==> config.mk <==
export PLATFORM = sky130hd
export DESIGN_NAME = flash_writer
export DESIGN_NICKNAME = d
export VERILOG_FILES = /design/src/rtl/flash_writer.sv
export SDC_FILE = /design/constraint.sdc
export NUM_CORES = 1
export LEC_CHECK = 0
export CAP_MARGIN = 25
export CORE_MARGIN = 8
export CORE_UTILIZATION = 45
export CTS_CLUSTER_SIZE = 30
export DETAILED_ROUTE_END_ITERATION = 7
export PLACE_DENSITY = 0.67
export SYNTH_ARGS = -nofsm -noshare
export SYNTH_HDL_FRONTEND = slang
export SYNTH_SLANG_ARGS = --single-unit
==> constraint.sdc <==
create_clock -name clk -period 6 [get_ports clk]
set_clock_uncertainty 0.15 [all_clocks]
set_input_delay 1.5 -clock clk [delete_from_list [all_inputs] [get_ports clk]]
set_output_delay 1.5 -clock clk [all_outputs]
set_load 0.1 [all_outputs]
==> src/rtl/flash_writer.sv <==
`default_nettype none
// ============================================================================
//  Module      : flash_writer
//  Description : Wishbone-fronted SPI NOR writer. Turns a single Wishbone
//                write into WREN, PAGE PROGRAM (4 bytes) or 4 KB SECTOR
//                ERASE, then polls RDSR until WIP clears or a poll limit is
//                reached. Reads return {23'b0, err, last status byte}.
//  Revision    : 1.0 - initial release
// ============================================================================
module flash_writer #(
    parameter int          CS_GAP     = 2,
    parameter logic [23:0] POLL_LIMIT = 24'hFFFFFF
) (
    input  logic        clk,
    input  logic        rst,
    input  logic        i_wb_cyc,
    input  logic        i_wb_stb,
    input  logic        i_wb_we,
    input  logic [21:0] i_wb_addr,
    input  logic [31:0] i_wb_data,
    input  logic [3:0]  i_wb_sel,
    input  logic        i_erase,
    output logic        o_wb_stall,
    output logic        o_wb_ack,
    output logic [31:0] o_wb_data,
    output logic        o_busy,
    output logic        o_spi_cs_n,
    output logic        o_spi_sck,
    output logic        o_spi_mosi,
    input  logic        i_spi_miso
);

    typedef enum logic [2:0] {
        S_IDLE     = 3'd0,
        S_SHORT    = 3'd1,
        S_WREN     = 3'd2,
        S_GAP_CMD  = 3'd3,
        S_CMD      = 3'd4,
        S_GAP_POLL = 3'd5,
        S_POLL     = 3'd6,
        S_DONE     = 3'd7
    } state_t;

    localparam logic [6:0] GAP_LAST = 7'(CS_GAP - 1);
    localparam logic [7:0] OP_WREN  = 8'h06;
    localparam logic [7:0] OP_PP    = 8'h02;
    localparam logic [7:0] OP_SE    = 8'h20;
    localparam logic [7:0] OP_RDSR  = 8'h05;

    state_t      state;
    state_t      next_state;
    logic [6:0]  bit_cnt;
    logic [23:0] poll_cnt;
    logic [63:0] shreg;
    logic [6:0]  rx;
    logic [7:0]  status;
    logic        err;
    logic [21:0] addr;
    logic [31:0] data;
    logic        erase;

    logic        accept;
    logic        bad_write;
    logic        shifting;
    logic [6:0]  cmd_bits;
    logic [23:0] poll_next;
    logic [23:0] byte_addr;

    assign accept    = (state == S_IDLE) && i_wb_cyc && i_wb_stb;
    assign bad_write = i_wb_we && !i_erase && (i_wb_sel != 4'b1111);
    assign shifting  = (state == S_WREN) || (state == S_CMD) || (state == S_POLL);
    assign cmd_bits  = erase ? 7'd32 : 7'd64;
    assign poll_next = (poll_cnt == 24'hFFFFFF) ? poll_cnt : poll_cnt + 24'd1;
    // Sector erase addresses are 4 KB aligned, so the low 12 byte-address bits drop.
    assign byte_addr = erase ? {addr[21:10], 12'h000} : {addr, 2'b00};
    assign o_wb_data = {23'd0, err, status};

    // State register
    always_ff @(posedge clk or negedge rst) begin
        if (!rst) begin
            state <= S_IDLE;
        end else begin
            state <= next_state;
        end
    end

    // Next-state decode and SPI / Wishbone outputs
    always_comb begin
        next_state = state;
        o_wb_stall = 1'b1;
        o_busy     = 1'b1;
        o_wb_ack   = 1'b0;
        o_spi_cs_n = 1'b1;
        o_spi_sck  = 1'b0;
        case (state)
            S_IDLE: begin
                o_wb_stall = 1'b0;
                o_busy     = 1'b0;
                if (accept) begin
                    next_state = (!i_wb_we || bad_write) ? S_SHORT : S_WREN;
                end
            end
            S_SHORT: begin
                o_wb_ack   = 1'b1;
                next_state = S_IDLE;
            end
            S_WREN: begin
                if (bit_cnt == 7'd8) next_state = S_GAP_CMD;
            end
            S_GAP_CMD: begin
                if (bit_cnt == GAP_LAST) next_state = S_CMD;
            end
            S_CMD: begin
                if (bit_cnt == cmd_bits) next_state = S_GAP_POLL;
            end
            S_GAP_POLL: begin
                if (bit_cnt == GAP_LAST) next_state = S_POLL;
            end
            S_POLL: begin
                // Last bit cycle: miso carries status bit 0 (WIP).
                if (bit_cnt == 7'd16) begin
                    next_state = (!i_spi_miso || (poll_next >= POLL_LIMIT)) ? S_DONE : S_GAP_POLL;
                end
            end
            S_DONE: begin
                o_wb_ack   = 1'b1;
                next_state = S_IDLE;
            end
            default: next_state = S_IDLE;
        endcase
        // Count 0 of each transfer state is the chip-select setup cycle.
        if (shifting) begin
            o_spi_cs_n = 1'b0;
            o_spi_sck  = (bit_cnt != 7'd0);
        end
        o_spi_mosi = o_spi_sck && shreg[63];
    end

    // Datapath: request latch, bit/poll counters, shift registers, status
    always_ff @(posedge clk or negedge rst) begin
        if (!rst) begin
            bit_cnt  <= 7'd0;
            poll_cnt <= 24'd0;
            shreg    <= 64'd0;
            rx       <= 7'd0;
            status   <= 8'h00;
            err      <= 1'b0;
            addr     <= 22'd0;
            data     <= 32'd0;
            erase    <= 1'b0;
        end else begin
            bit_cnt <= ((next_state != state) || (state == S_IDLE)) ? 7'd0 : bit_cnt + 7'd1;
            if (accept) begin
                addr     <= i_wb_addr;
                data     <= i_wb_data;
                erase    <= i_erase;
                poll_cnt <= 24'd0;
                if (bad_write) err <= 1'b1;
            end
            if (shifting && (bit_cnt != 7'd0)) begin
                shreg <= {shreg[62:0], 1'b0};
                rx    <= {rx[5:0], i_spi_miso};
            end
            // Load the outgoing frame as a transfer state is entered.
            if (next_state != state) begin
                case (next_state)
                    S_WREN:  shreg <= {OP_WREN, 56'd0};
                    S_CMD:   shreg <= erase ? {OP_SE, byte_addr, 32'd0} : {OP_PP, byte_addr, data};
                    S_POLL:  shreg <= {OP_RDSR, 56'd0};
                    default: ;
                endcase
            end
            if ((state == S_POLL) && (bit_cnt == 7'd16)) begin
                status   <= {rx, i_spi_miso};
                poll_cnt <= poll_next;
                if (next_state == S_DONE) err <= i_spi_miso;
            end
        end
    end

endmodule
`default_nettype wire
==> metrics.txt <==
Hold Vio Cnt, Final 0; vias in the first global route 6325; RR Startpoint state[2]$_DFF_PN0_; Synth Flop Type dfrtp_1; Sink Count 169; Avg Cell Area, Syn 9.087 sq um; crit path launch type register; Slew @ Worst Pin 1.055 ns; crit path max fanout 16; register area share after synthesis 52.00%; Post-synth EDFFs 0; Post-Route WL 17570 microns; Vias/cell 5.190; DP Area 8967 sq um; Post-CTS Hold Buffers 0; #FFs+latches synth 169; clock power share 46.2%; Final ANT Viol Nets 0; largest net degree at the start of global routing 99; diode count 0; multi-input logic area 3566 sq um; Hold WC Path Type reg2reg; Die H 150.4 microns; DRT Pass-1 Iters 5; most frequent cells in the layout 306 x nand2_1, 169 x dfrtp_1, 76 x clkdlybuf4s50_1; nets 1018; vias post-DR 6181; post-cts sizing count 0; synthesized area 8133 sq um; Final TNS setup 0 ns; filler instances 1645; # setup viols final 0; WL per Instance 14.75 microns; Critical Path RT 4.35 ns; DRC 0; Critical Path Source state[2]$_DFF_PN0_; CP endpoint kind output pin; drt initial violations 420; Power Internal 1.784 mW; Die ar. 22630 sq um; Final Cell Area 9562 sq um; Max clock buf depth 2; Final Cycle Share 75.26%; Max Transition Viols Final 0; H-tree Lvls 4; initial core utilization 45.59%; Critical Path Slowest Stage Cell clkdlybuf4s50_1; Crit path max-delay family buffers and inverters; Leak Pwr 4.907 nW; P_sw 0.5956 mW; Mapped Cells 895; Pwr Density 248.9 nW/um^2; Combinational Power Share 5.8%; Yosys Warn Count 0; RSZ-0062 raised after global routing false; FF/Latch Area 4229 sq um; Die X 150.4 microns; Crit path largest cell delay 1.13 ns; gr usage total 16.44%; Top Ports 103; first-pass GRT wire length 30320 microns; WP buf/inv 1; Post CTS Setup Buffer Count 0; layout cells sized above 1 6.861%; maximum clock frequency 221.5 MHz; Peak VDD IR 0.0002018 V; clock latency on the worst-skew pair 0.43 ns; global route total overflow 0; Crit Path Category reg2out; status completed; antenna violations before repair 0; crit-path cells xnor2_1, and2_1, clkdlybuf4s50_1; Worst slew margin 29.69%; gpl congestion 0.8376; post-synthesis cell type count 65; max cap viols 0; hold_sp status[6]$_DFFE_PN0P_; Root Buffer Master clkbuf_16; Power, Total 2.380 mW; fin util 53.59%; minimum clock period 4.516 ns; Core Area 17840 sq um; Syn-to-layout area delta 17.57%; Sw Ratio 25.03%; crit path DAT 2.87 ns; FP Rows 49; Seq pwr share 48.1%; Async SR Flop Fraction 100.0%; post-detail-place hpwl 11660 microns; I/O Buffers 79; commonest non-fill, non-tap cell in the layout nand2_1; CTS tree done; Clock Pin Slew Worst Setup and Hold Paths 0.07 ns; CTS buffer count 17
==> routing by layer <==
| metal | routed length (microns) | vias up | GRT usage [%] |
|---|---|---|---|
| met4 | 201 | 0 | 5.797 |
| met2 | 8478 | 114 | 27.00 |
| met3 | 643 | 18 | 2.916 |
| met1 | 8242 | 2967 | 21.47 |
| li1 | - | 3082 | - |
| met5 | 0 | - | 0 |
==> worst paths after layout <==
kind	end	slack, ns	depth (start not counted)
min in group asynchronous	addr[13]$_DFFE_PN0P_	1.03	1
min	status[6]$_DFFE_PN0P_	0.32	2
min reg2reg	status[6]$_DFFE_PN0P_	0.32	2
max reg2reg	shreg[58]$_DFF_PN0_	2.49	8
max	o_wb_ack	1.48	3
max in group asynchronous	data[14]$_DFFE_PN0P_	3.63	2
==> tightest hold or removal path, stage by stage, from the launching register on <==
cell and delay (ns):
dfrtp_1 0.34, nand2_1 0.05, nand2_1 0.05
==> logic make-up (layout without fill, tap and decap cells) <==
| family | count (synthesis) | in the layout | share of synthesized area [%] |
|---|---|---|---|
| DFF | 169 | 169 | 52.00 |
| other | 1 | 23 | 0.04611 |
| buffers and inverters | 84 | 129 | 5.431 |
| muxes | 57 | 57 | 7.031 |
| xor gates and xnor gates | 12 | 12 | 1.477 |
| and+or+nand+nor | 421 | 421 | 23.11 |
| adders and majority gates | 4 | 4 | 0.6154 |
| AOI/OAI and AO/OA | 147 | 147 | 10.29 |
==> registers in the layout (all words and copies together) (netlist names) <==
register and count:
addr 22, shreg 64, err 1, erase 1, rx 7, bit_cnt 7, status 8, data 32
poll_cnt 24, state 3
==> synthesized netlist by cell type (15+ instances only) <==
library cell | instances | area, sq um
dfrtp_1 | 169 | 4229
clkbuf_1 | 36 | 135.1
mux2i_1 | 56 | 560.5
nor2_1 | 24 | 90.09
nand3_1 | 18 | 90.09
nand4_1 | 15 | 93.84
buf_4 | 26 | 195.2
nand2_1 | 307 | 1152
o21ai_1 | 57 | 285.3
o21ai_0 | 28 | 140.1
a21oi_1 | 25 | 125.1
==> area by class of cell <==
| cell class | count | share of cell area, % |
|---|---|---|
| flip-flops and latches | 169 | 44.23 |
| multi-input cells | 664 | 37.29 |
| repair buffers | 87 | 8.859 |
| clock buffers | 18 | 4.593 |
| well taps | 229 | 2.997 |
| clock inverters | 14 | 1.623 |
| inverters | 10 | 0.4057 |
==> power groups by stage <==
| stage | Combinational [mW] | Clock [mW] | Sequential, mW |
|---|---|---|---|
| final | 0.137 | 1.10 | 1.14 |
| after global routing | 0.147 | 1.17 | 1.14 |
| after CTS | 0.139 | 1.12 | 1.14 |
| after detailed placement | 0.139 | 0 | 1.17 |
| after global placement | 0.138 | 0 | 1.17 |
| after floorplan | 0.0824 | 0 | 1.17 |
==> metrics by stage <==
stage          cells  hold slack [ns]  worst slack [ns]
6_report        1191           0.3244             1.484
5_1_grt         1191           0.3419             1.334
4_1_cts         1191           0.3284             1.429
3_5_place_dp    1159           0.3122             1.725
3_3_place_gp    1159           0.3042             1.792
2_1_floorplan    917           0.2886            0.4718
Note: power is estimated with default switching activity, not from simulation.
